===== config.mk =====
export PLATFORM = sky130hd
export DESIGN_NAME = text_term_writer
export DESIGN_NICKNAME = d
export VERILOG_FILES = /design/src/rtl/text_term_writer.sv
export SDC_FILE = /design/constraint.sdc
export NUM_CORES = 1
export LEC_CHECK = 0
export BUFFER_PORTS_ARGS = -buffer_cell sky130_fd_sc_hd__buf_2
export CAP_MARGIN = 20
export CORE_UTILIZATION = 50
export CTS_BUF_LIST = sky130_fd_sc_hd__clkbuf_2 sky130_fd_sc_hd__clkbuf_4 sky130_fd_sc_hd__clkbuf_8
export CTS_CLUSTER_DIAMETER = 200
export CTS_CLUSTER_SIZE = 28
export DETAILED_ROUTE_END_ITERATION = 10
export GPL_TIMING_DRIVEN = 0
export PLACE_DENSITY = 0.7
export SYNTH_ARGS = -nofsm -noshare
export SYNTH_HDL_FRONTEND = slang
export SYNTH_SLANG_ARGS = --single-unit

===== constraint.sdc =====
create_clock -name clk -period 3.6 [get_ports clk]
set_clock_uncertainty 0.05 [all_clocks]
set_input_delay 0.36 -clock clk [delete_from_list [all_inputs] [get_ports clk]]
set_output_delay 0.36 -clock clk [all_outputs]
set_load 0.005 [all_outputs]

===== src/rtl/text_term_writer.sv =====
// PS/2 set-2 scan codes -> ASCII cell writes into a COLS x ROWS text buffer with a hardware cursor.
// Optional TEXT_TERM_CLEAR_ON_RESET_EN: sweep FILL_CHAR over the whole buffer after reset release.
module text_term_writer #(
   parameter int         COLS      = 70,
   parameter int         ROWS      = 30,
   parameter logic [7:0] FILL_CHAR = 8'h20
) (
   input  logic        clk,
   input  logic        resetn,
   input  logic [7:0]  scan_code,
   input  logic        scan_valid,
   output logic        scan_ready,
   output logic        wr_en,
   output logic [11:0] wr_addr,
   output logic [7:0]  wr_data,
   output logic [6:0]  cur_col,
   output logic [4:0]  cur_row,
   output logic [7:0]  key_count,
   output logic        busy
);

   localparam logic [6:0] LAST_COL = 7'(COLS - 1);
   localparam logic [6:0] CLR_END  = 7'(COLS);
   localparam logic [4:0] LAST_ROW = 5'(ROWS - 1);
`ifdef TEXT_TERM_CLEAR_ON_RESET_EN
   localparam logic [4:0] ROW_END  = 5'(ROWS);
`endif

   localparam logic [7:0] CODE_BRK   = 8'hF0;
   localparam logic [7:0] CODE_EXT   = 8'hE0;
   localparam logic [7:0] CODE_LSH   = 8'h12;
   localparam logic [7:0] CODE_RSH   = 8'h59;
   localparam logic [7:0] CODE_ENTER = 8'h5A;
   localparam logic [7:0] CODE_BKSP  = 8'h66;

   typedef enum logic [2:0] {
      IDLE    = 3'd0,
      BRK     = 3'd1,
      EXT     = 3'd2,
      CLR     = 3'd3,
      CLR_ALL = 3'd4
   } state_t;

   // {unshifted, shifted} ASCII for a US-layout make code; 16'h0000 when the key is unmapped.
   function automatic logic [15:0] key_pair(input logic [7:0] code);
      logic [15:0] pair;
      case (code)
         8'h1C: pair = {8'h61, 8'h41};
         8'h32: pair = {8'h62, 8'h42};
         8'h21: pair = {8'h63, 8'h43};
         8'h23: pair = {8'h64, 8'h44};
         8'h24: pair = {8'h65, 8'h45};
         8'h2B: pair = {8'h66, 8'h46};
         8'h34: pair = {8'h67, 8'h47};
         8'h33: pair = {8'h68, 8'h48};
         8'h43: pair = {8'h69, 8'h49};
         8'h3B: pair = {8'h6A, 8'h4A};
         8'h42: pair = {8'h6B, 8'h4B};
         8'h4B: pair = {8'h6C, 8'h4C};
         8'h3A: pair = {8'h6D, 8'h4D};
         8'h31: pair = {8'h6E, 8'h4E};
         8'h44: pair = {8'h6F, 8'h4F};
         8'h4D: pair = {8'h70, 8'h50};
         8'h15: pair = {8'h71, 8'h51};
         8'h2D: pair = {8'h72, 8'h52};
         8'h1B: pair = {8'h73, 8'h53};
         8'h2C: pair = {8'h74, 8'h54};
         8'h3C: pair = {8'h75, 8'h55};
         8'h2A: pair = {8'h76, 8'h56};
         8'h1D: pair = {8'h77, 8'h57};
         8'h22: pair = {8'h78, 8'h58};
         8'h35: pair = {8'h79, 8'h59};
         8'h1A: pair = {8'h7A, 8'h5A};
         8'h45: pair = {8'h30, 8'h29};
         8'h16: pair = {8'h31, 8'h21};
         8'h1E: pair = {8'h32, 8'h40};
         8'h26: pair = {8'h33, 8'h23};
         8'h25: pair = {8'h34, 8'h24};
         8'h2E: pair = {8'h35, 8'h25};
         8'h36: pair = {8'h36, 8'h5E};
         8'h3D: pair = {8'h37, 8'h26};
         8'h3E: pair = {8'h38, 8'h2A};
         8'h46: pair = {8'h39, 8'h28};
         8'h29: pair = {8'h20, 8'h20};
         8'h4E: pair = {8'h2D, 8'h5F};
         8'h55: pair = {8'h3D, 8'h2B};
         8'h41: pair = {8'h2C, 8'h3C};
         8'h49: pair = {8'h2E, 8'h3E};
         8'h4A: pair = {8'h2F, 8'h3F};
         8'h4C: pair = {8'h3B, 8'h3A};
         8'h52: pair = {8'h27, 8'h22};
         default: pair = 16'h0000;
      endcase
      return pair;
   endfunction

   function automatic logic [4:0] row_inc(input logic [4:0] r);
      return (r == LAST_ROW) ? 5'd0 : r + 5'd1;
   endfunction

   state_t      state_r, state_s;
   logic        shift_r, shift_s;
   logic [6:0]  col_r, col_s;
   logic [4:0]  row_r, row_s;
   logic [7:0]  count_r, count_s;
   logic [6:0]  clr_col_r, clr_col_s;
`ifdef TEXT_TERM_CLEAR_ON_RESET_EN
   logic [4:0]  clr_row_r, clr_row_s;
`endif
   logic        wr_en_r, wr_en_s;
   logic [11:0] wr_addr_r, wr_addr_s;
   logic [7:0]  wr_data_r, wr_data_s;
   logic        ready_r, ready_s;
   logic        busy_r, busy_s;
   logic        accept_s;
   logic        is_shift_s;
   logic [15:0] pair_s;
   logic [7:0]  char_s;

   // State register.
   always_ff @(posedge clk or negedge resetn) begin
      if (!resetn) begin
`ifdef TEXT_TERM_CLEAR_ON_RESET_EN
         state_r <= CLR_ALL;
`else
         state_r <= IDLE;
`endif
      end else begin
         state_r <= state_s;
      end
   end

   // Next-state, cursor and write-port decode.
   always_comb begin
      state_s    = state_r;
      shift_s    = shift_r;
      col_s      = col_r;
      row_s      = row_r;
      count_s    = count_r;
      clr_col_s  = clr_col_r;
`ifdef TEXT_TERM_CLEAR_ON_RESET_EN
      clr_row_s  = clr_row_r;
`endif
      wr_en_s    = 1'b0;
      wr_addr_s  = 12'h000;
      wr_data_s  = 8'h00;
      busy_s     = 1'b0;
      accept_s   = scan_valid && ready_r;
      is_shift_s = (scan_code == CODE_LSH) || (scan_code == CODE_RSH);
      pair_s     = key_pair(scan_code);
      char_s     = shift_r ? pair_s[7:0] : pair_s[15:8];

      case (state_r)
         IDLE: begin
            if (!accept_s) begin
               state_s = IDLE;
            end else if (scan_code == CODE_BRK) begin
               state_s = BRK;
            end else if (scan_code == CODE_EXT) begin
               state_s = EXT;
            end else if (is_shift_s) begin
               shift_s = 1'b1;
            end else if (scan_code == CODE_ENTER) begin
               col_s     = 7'd0;
               row_s     = row_inc(row_r);
               clr_col_s = 7'd0;
               state_s   = CLR;
            end else if (scan_code == CODE_BKSP) begin
               if (col_r != 7'd0) begin
                  col_s     = col_r - 7'd1;
                  wr_en_s   = 1'b1;
                  wr_addr_s = {row_r, col_r - 7'd1};
                  wr_data_s = FILL_CHAR;
               end else if (row_r != 5'd0) begin
                  row_s     = row_r - 5'd1;
                  col_s     = LAST_COL;
                  wr_en_s   = 1'b1;
                  wr_addr_s = {row_r - 5'd1, LAST_COL};
                  wr_data_s = FILL_CHAR;
               end else begin
                  col_s = col_r;
               end
            end else if (pair_s != 16'h0000) begin
               wr_en_s   = 1'b1;
               wr_addr_s = {row_r, col_r};
               wr_data_s = char_s;
               count_s   = count_r + 8'd1;
               if (col_r != LAST_COL) begin
                  col_s = col_r + 7'd1;
               end else begin
                  // Wrapping off the last column lands on a fresh row that must be blanked first.
                  col_s     = 7'd0;
                  row_s     = row_inc(row_r);
                  clr_col_s = 7'd0;
                  state_s   = CLR;
               end
            end else begin
               state_s = IDLE;
            end
         end
         BRK: begin
            if (accept_s) begin
               shift_s = is_shift_s ? 1'b0 : shift_r;
               state_s = IDLE;
            end else begin
               state_s = BRK;
            end
         end
         EXT: begin
            if (accept_s) begin
               state_s = (scan_code == CODE_BRK) ? EXT : IDLE;
            end else begin
               state_s = EXT;
            end
         end
         CLR: begin
            if (clr_col_r != CLR_END) begin
               wr_en_s   = 1'b1;
               wr_addr_s = {row_r, clr_col_r};
               wr_data_s = FILL_CHAR;
               busy_s    = 1'b1;
               clr_col_s = clr_col_r + 7'd1;
            end else begin
               state_s = IDLE;
            end
         end
`ifdef TEXT_TERM_CLEAR_ON_RESET_EN
         CLR_ALL: begin
            if (clr_row_r != ROW_END) begin
               wr_en_s   = 1'b1;
               wr_addr_s = {clr_row_r, clr_col_r};
               wr_data_s = FILL_CHAR;
               busy_s    = 1'b1;
               if (clr_col_r == LAST_COL) begin
                  clr_col_s = 7'd0;
                  clr_row_s = clr_row_r + 5'd1;
               end else begin
                  clr_col_s = clr_col_r + 7'd1;
               end
            end else begin
               col_s   = 7'd0;
               row_s   = 5'd0;
               state_s = IDLE;
            end
         end
`endif
         default: begin
            state_s = IDLE;
         end
      endcase

      ready_s = (state_s != CLR) && (state_s != CLR_ALL);
   end

   // Datapath and registered outputs.
   always_ff @(posedge clk or negedge resetn) begin
      if (!resetn) begin
         shift_r   <= 1'b0;
         col_r     <= 7'd0;
         row_r     <= 5'd0;
         count_r   <= 8'd0;
         clr_col_r <= 7'd0;
`ifdef TEXT_TERM_CLEAR_ON_RESET_EN
         clr_row_r <= 5'd0;
         ready_r   <= 1'b0;
`else
         ready_r   <= 1'b1;
`endif
         wr_en_r   <= 1'b0;
         wr_addr_r <= 12'h000;
         wr_data_r <= 8'h00;
         busy_r    <= 1'b0;
      end else begin
         shift_r   <= shift_s;
         col_r     <= col_s;
         row_r     <= row_s;
         count_r   <= count_s;
         clr_col_r <= clr_col_s;
`ifdef TEXT_TERM_CLEAR_ON_RESET_EN
         clr_row_r <= clr_row_s;
`endif
         ready_r   <= ready_s;
         wr_en_r   <= wr_en_s;
         wr_addr_r <= wr_addr_s;
         wr_data_r <= wr_data_s;
         busy_r    <= busy_s;
      end
   end

   assign scan_ready = ready_r;
   assign wr_en      = wr_en_r;
   assign wr_addr    = wr_addr_r;
   assign wr_data    = wr_data_r;
   assign cur_col    = col_r;
   assign cur_row    = row_r;
   assign key_count  = count_r;
   assign busy       = busy_r;

endmodule


==> summary.txt, run 1 <==
Run status
  • Status: complete, no violations

Synth
  • Post-synth cell types: 86
  • Yosys warns: 0
  • Cells after Synth: 563
  • Yosys top cell by area: dfrtp_1
  • FF+latch count, synth: 53
  • Post-synth top area share: 0.291
  • Mapped cell area: 4470 um^2
  • Ys flop type: dfrtp_1
  • Synth area leaders: dfrtp_1 (29%), nand2_1 (5.7%), ha_1 (4.5%)
  • Ys async rst share: 1.00
  • EDFF count, synth: 0
  • Sequential area share after synthesis: 0.297
  • Syn Area/Cell: 7.93 um^2

Finish
  • Ant diodes: 0
  • Layout Nets: 649
  • Layout fillers: 835
  • Share of cells above drive strength 1: 0.169
  • Finished Core Util: 0.577
  • Layout area overhead: 12.2%

Timing
  • Fin crit share: 0.963
  • Achievable Freq: 288 MHz
  • Fin. Hold Viols: 0
  • Final WS setup: 0.132 ns
  • Setup_tns: 0 ns
  • Slew Limit Headroom: 0.199
  • Max-slew violations: 0
  • Slew at the pin closest to its max-slew limit: 1.18 ns
  • Final min period: 3.47 ns
  • RSZ-0062 raised after global routing: false
  • Setup-failing EPs final: 0

Global routing
  • Grt ovf: 0
  • First-pass GRT wire length: 21.9 mm
  • Initial antenna violation count: 0
  • Gr usage total: 0.310
  • Vias in the first global route: 4,175
  • Largest net degree at the start of global routing: 33

Clocking
  • CTS sink count: 53
  • Clock H-tree levels: 2
  • CTS clk-pin slew, worst paths: 0.10 ns
  • Worst skew pair latency: 0.32 ns
  • # Post-CTS Setup Buffers: 0
  • Total CTS buffers: 5
  • CTS tree: done
  • Root buffer cell: clkbuf_8
  • Max clock buf depth: 2

Detailed routing
  • DRT Pass-1 Iters: 7
  • DR iter-0 viols: 492
  • Total routed wirelength: 14.3 mm
  • Via density: 6.52
  • Routed length per instance: 19.6 um
  • DR vias: 4,769
  • DRC viols: 0
  • Antenna viol nets, final: 0

Critical path
  • CP Launch Type: input pin
  • Critical path class: in2reg
  • Worst-path fanout max: 16
  • CP max stage delay: 0.35 ns
  • Critical path depth: 14
  • CP top delay family: compound AO/OA/AOI/OAI gates
  • Critical Path Sink: wr_addr[9]
  • Critical Path RT: 3.73 ns
  • Worst Path Arrival: 3.60 ns
  • RR Startpoint: cur_col[1]
  • Reg2Reg Depth: 9
  • Worst Setup End Kind: register
  • CP Cell Sequence: buf_4 > inv_1 > ha_1 > clkbuf_2 > mux2_2 > a22o_1 > a211oi_1 > o22ai_1 > nor4_4 > nand4b_4 > and3_1 > buf_2 > o31ai_2 > o41ai_1
  • Slowest CP cell: nor4_4
  • FF-to-FF setup slack: 0.63 ns
  • CP Buf/Inv Count: 4
  • Reg2reg end: clr_col_r[1]
  • CP startpoint: scan_code[1]

Die
  • Core ar.: 8680 um^2
  • Initial Util: 0.515
  • DIE WIDTH: 96.5 um
  • IO Pins: 54
  • Die area: 9320 um^2
  • Row cnt: 34
  • Die Ht: 96.5 um

Placed design
  • IO Port Bufs: 50
  • Final GP Congestion: 0.979
  • Post-DP HPWL: 10.6 mm
  • Pre-CTS WS: -0.755 ns

Min path
  • Hold crit path type: reg2reg
  • Hold-critical path depth: 1

Job
  • Max-Cap Viols: 0

Power
  • Worst ir drop on vdd: 0.000154 V
  • Pwr dens: 350 nW/um^2
  • Leakage power: 2.21 nW
-- layout make-up --
| type | count | area, um^2 | area share |
|---|---|---|---|
| inverter | 21 | 78.8 | 0.0157 |
| tap | 108 | 135 | 0.0270 |
| clock buffer | 6 | 76.3 | 0.0152 |
| clock inverter | 2 | 13.8 | 0.00275 |
| sequential | 53 | 1330 | 0.265 |
| buffer | 38 | 189 | 0.0377 |
| timing repair buffer | 52 | 283 | 0.0564 |
| multi-input combinational | 451 | 2910 | 0.580 |
-- Yosys cell counts (all sizes together) (3+ instances only) --
cell type,instances
a221oi,3
o22ai,10
nor4,4
nor2,40
o211ai,10
o31ai,3
or2,4
mux2,3
a311oi,4
a31oi,14
nor3b,4
and2,6
and3,9
nor3,10
nand3,32
nand2b,17
xnor2,10
o41ai,4
a21oi,36
nand4,15
o21ai,46
dfrtp,52
inv,21
a211oi,4
nor2b,11
buf,19
or3,6
ha,16
mux2i,6
a311o,4
clkbuf,20
or4,3
nand2,68
-- worst min path at each step --
stage                 start           end
3_5_place_dp         resetn  key_count[5]
4_1_cts        key_count[7]  key_count[7]
2_1_floorplan        resetn          busy
3_3_place_gp   key_count[7]  key_count[7]
5_1_grt        key_count[7]  key_count[7]
6_report       key_count[7]  key_count[7]
-- report_power, final --
part / leakage (nW) / switching [mW] / internal [mW]
Clock: 0.0490 / 0.212 / 0.147
Sequential: 0.683 / 0.0875 / 0.658
Combinational: 1.48 / 0.400 / 0.247
Total: 2.21 / 0.700 / 1.05
-- per-layer routing --
metal | wire (um) | part of all wire | track usage | up-vias
met2 | 6400 | 0.45 | 0.479 | 266
met5 | 0 | 0 | 0 | -
li1 | - | - | - | 2201
met4 | 321 | 0.022 | 0.116 | 0
met3 | 1250 | 0.087 | 0.0485 | 30
met1 | 6330 | 0.44 | 0.435 | 2272
-- what timing repair did --
item | in CTS | in global routing
endpoints found under the setup margin | 50 | 28
hold buffers | 1 | 0
resized for setup | 1 | 10
endpoints found under the hold margin | 21 | 0
pin swaps | 0 | 2
-- worst register-to-register path, stage by stage (launching register included) --
cell	delay, ns
dfrtp_1	0.48
inv_1	0.17
ha_1	0.18
nand3_1	0.08
or3_1	0.40
o21ai_0	0.54
a21oi_1	0.17
o21bai_1	0.24
o41ai_4	0.18
o41ai_1	0.38
-- registers in the layout, summed over array words and instances (netlist names), 3 cells and up --
register / count
state_r: 3
wr_data: 7
wr_addr: 12
clr_col_r: 7
cur_col: 7
cur_row: 5
key_count: 8
-- metrics by stage --
| step | area (um^2) | hold slack, ns | cells | power (mW) |
|---|---|---|---|---|
| floorplan | 4470 | 0.0144 | 564 | 1.15 |
| global placement | 4860 | 0.409 | 722 | 1.37 |
| detailed placement | 4880 | 0.321 | 723 | 1.38 |
| CTS | 4980 | 0.429 | 731 | 1.73 |
| global route | 5010 | 0.462 | 731 | 1.85 |
| finish | 5010 | 0.423 | 731 | 1.75 |
-- logic make-up (layout without fill, tap and decap cells) --
kind of cell             after synthesis  after routing  synth area share
AO/OA/AOI/OAI                        170            170             0.265
flip-flops                            53             53             0.297
other                                  1              2          0.000840
XOR/XNOR                              12             12            0.0235
adder cells (fa/ha/maj)               16             16            0.0448
multiplexers                           9              9            0.0218
AND/OR/NAND/NOR                      242            242             0.286
buffers and inverters                 60            119            0.0605
-- layout by cell type, fill, tap and decap left out, types with 5 or more instances in the layout --
master and instances:
dfrtp_1 52, and2_1 5, mux2i_1 6, nand4_1 15, a31oi_1 13, or3_1 6, clkbuf_8 5, nand3_1 32
inv_1 21, nor3_1 8, ha_1 16, o21ai_0 39, nand2b_1 16, o21ai_1 5, clkbuf_1 18, xnor2_1 10
nor2_1 39, nor2b_1 11, o211ai_1 10, o22ai_1 10, and3_1 9, nand2_1 67, a21oi_1 36, buf_2 61
No activity file was read; power rests on OpenSTA's default activity.
==> inputs of run 2 (changes only) <==
CORE_ASPECT_RATIO = 0.6   (was not set)
PLACE_DENSITY = not set   (was 0.7)
PLACE_DENSITY_LB_ADDON = 0.3   (was not set)
==> run 2 against run 1 <==
Effect of this change: sequential cell count did not move; first-iteration DRC count is 29% higher; critical endpoint is now clr_col_r[4]; via count rose by 2.2%; highest routed layer unchanged.
==> summary.txt, run 2 (synthesis results as in run 1) <==
Run status
  • Status: complete, no violations

Detailed routing
  • DRT Pass-1 Iters: 5
  • Total routed wirelength: 15.5 mm
  • Via density: 6.61
  • DRC viols: 0
  • Routed length per instance: 21.0 um
  • DR iter-0 viols: 637
  • DR vias: 4,876
  • Antenna viol nets, final: 0

Timing
  • Final WS setup: 0.0954 ns
  • Setup-failing EPs final: 0
  • Slew Limit Headroom: 0.351
  • Achievable Freq: 285 MHz
  • Fin crit share: 0.974
  • Slew at the pin closest to its max-slew limit: 0.965 ns
  • Fin. Hold Viols: 0
  • RSZ-0062 raised after global routing: false
  • Max-slew violations: 0
  • Final min period: 3.50 ns

Job
  • Max-Cap Viols: 0

Critical path
  • CP Launch Type: input pin
  • Critical Path RT: 3.78 ns
  • CP Buf/Inv Count: 4
  • CP top delay family: simple AND/OR/NAND/NOR gates
  • Critical path class: in2reg
  • Worst-path fanout max: 8
  • Slowest CP cell: nor4_4
  • Most common cell on crit path: a31oi_1
  • Worst Path Arrival: 3.69 ns
  • FF-to-FF setup slack: 0.36 ns
  • RR Startpoint: cur_col[1]
  • Worst Setup End Kind: register
  • CP max stage delay: 0.37 ns
  • Reg2Reg Depth: 11
  • Reg2reg end: clr_col_r[4]
  • CP Cell Sequence: buf_2 > buf_6 > inv_1 > ha_1 > and3b_1 > a31oi_1 > a2bb2oi_1 > nand4_1 > nor4_4 > nand4b_4 > o41ai_4 > buf_4 > nor2_2 > a31oi_1

Finish
  • Layout area overhead: 12.9%
  • Most frequent cells in the layout: nand2_1 (66), buf_2 (61), dfrtp_1 (52)
  • Share of cells above drive strength 1: 0.174
  • Largest register FFs: 12
  • Final Non-Filler Cells: 738
  • Commonest non-fill, non-tap cell in the layout: nand2_1
  • Layout Nets: 652
  • Ant diodes: 0

Die
  • Initial Util: 0.520
  • Core ar.: 8590 um^2
  • Die area: 9330 um^2
  • IO Pins: 54
  • Row cnt: 26
  • Die Ht: 75.2 um
  • DIE WIDTH: 124 um

Min path
  • Hold-critical path depth: 1
  • Hold crit path type: reg2reg
  • Hold Crit Start: key_count[7]
  • Hold Path End: key_count[7]

Global routing
  • Vias in the first global route: 4,153
  • First-pass GRT wire length: 23.2 mm
  • Grt ovf: 0
  • Gr usage total: 0.336
  • Initial antenna violation count: 0
  • Largest net degree at the start of global routing: 42

Placed design
  • Dpl cells: 727
  • IO Port Bufs: 50
  • Pre-CTS WS: -0.713 ns
  • Final GP Congestion: 1.01
  • Post-DP HPWL: 11.8 mm

Clocking
  • CTS clk-pin slew, worst paths: 0.09 ns
  • CTS tree: done
  • Worst skew pair latency: 0.32 ns
  • CTS sink count: 53
  • Clock H-tree levels: 2
  • Max clock buf depth: 2
  • Root buffer cell: clkbuf_8
  • Total CTS buffers: 5

Power
  • Leakage power: 2.22 nW
  • Clock share of power: 0.198
  • NetSw: 716 uW
  • Int Power: 1.06 mW
  • Switching share of power: 0.403
  • Pwr dens: 352 nW/um^2
  • Flop pwr share: 0.423
  • Gate power share: 0.379
  • Worst ir drop on vdd: 0.000176 V
-- run 2: stage by stage --
step,power (mW),hold slack [ns],utilization,setup TNS (ns),area (um^2)
after CTS,1.76,0.419,0.581,0,4990
after global routing,1.89,0.452,0.587,0,5040
after floorplan,1.15,0.0144,-,0,4470
after global placement,1.38,0.408,0.566,-26.67,4860
final,1.78,0.424,0.587,0,5040
after detailed placement,1.39,0.214,0.568,-24.12,4880
-- run 2: final cells by class --
cell class	count	area, um^2
plain buffers	38	198
multi-input cells	451	2910
clock inverters	1	7.51
clock buffers	7	83.8
flip-flops and latches	53	1330
fillers	793	3540
well taps	112	140
inverters	21	78.8
repair buffers	55	303
-- run 2: worst max-delay path by stage --
stage / endpoint / cells after the start / from
2_1_floorplan: wr_addr[9] / 13 / scan_code[1]
3_3_place_gp: wr_addr[8] / 14 / scan_code[1]
3_5_place_dp: wr_addr[8] / 15 / scan_code[1]
4_1_cts: wr_addr[8] / 15 / scan_code[1]
5_1_grt: clr_col_r[6] / 15 / scan_code[1]
6_report: clr_col_r[4] / 14 / scan_code[1]
-- run 2: repair_timing --
item	CTS	global route
setup endpoints to repair	48	36
hold buffers	1	0
endpoints found under the hold margin	12	0
setup buffers	0	3
pin swaps	0	8
resized for setup	3	12
-- run 2: power by group through the flow --
stage	Sequential [mW]	Clock, mW	Combinational (mW)
6_report	0.751	0.352	0.674
5_1_grt	0.763	0.389	0.737
3_3_place_gp	0.754	0	0.627
3_5_place_dp	0.761	0	0.634
2_1_floorplan	0.745	0	0.409
4_1_cts	0.748	0.364	0.644
-- run 2: per-layer routing --
metal,GRT usage,up-vias,part of all wire
met5,0,-,0
li1,-,2202,-
met3,0.142,27,0.16
met1,0.511,2271,0.46
met2,0.424,376,0.37
met4,0.0728,0,0.011
-- run 2: worst reg2reg max path: cells and delay by family (launching register included) --
kind,cells,cell delay (ns)
buffers and inverters,2,0.40
AND/OR/NAND/NOR,3,0.66
flip-flops,1,0.49
AO/OA/AOI/OAI,5,1.34
adder cells (fa/ha/maj),1,0.19
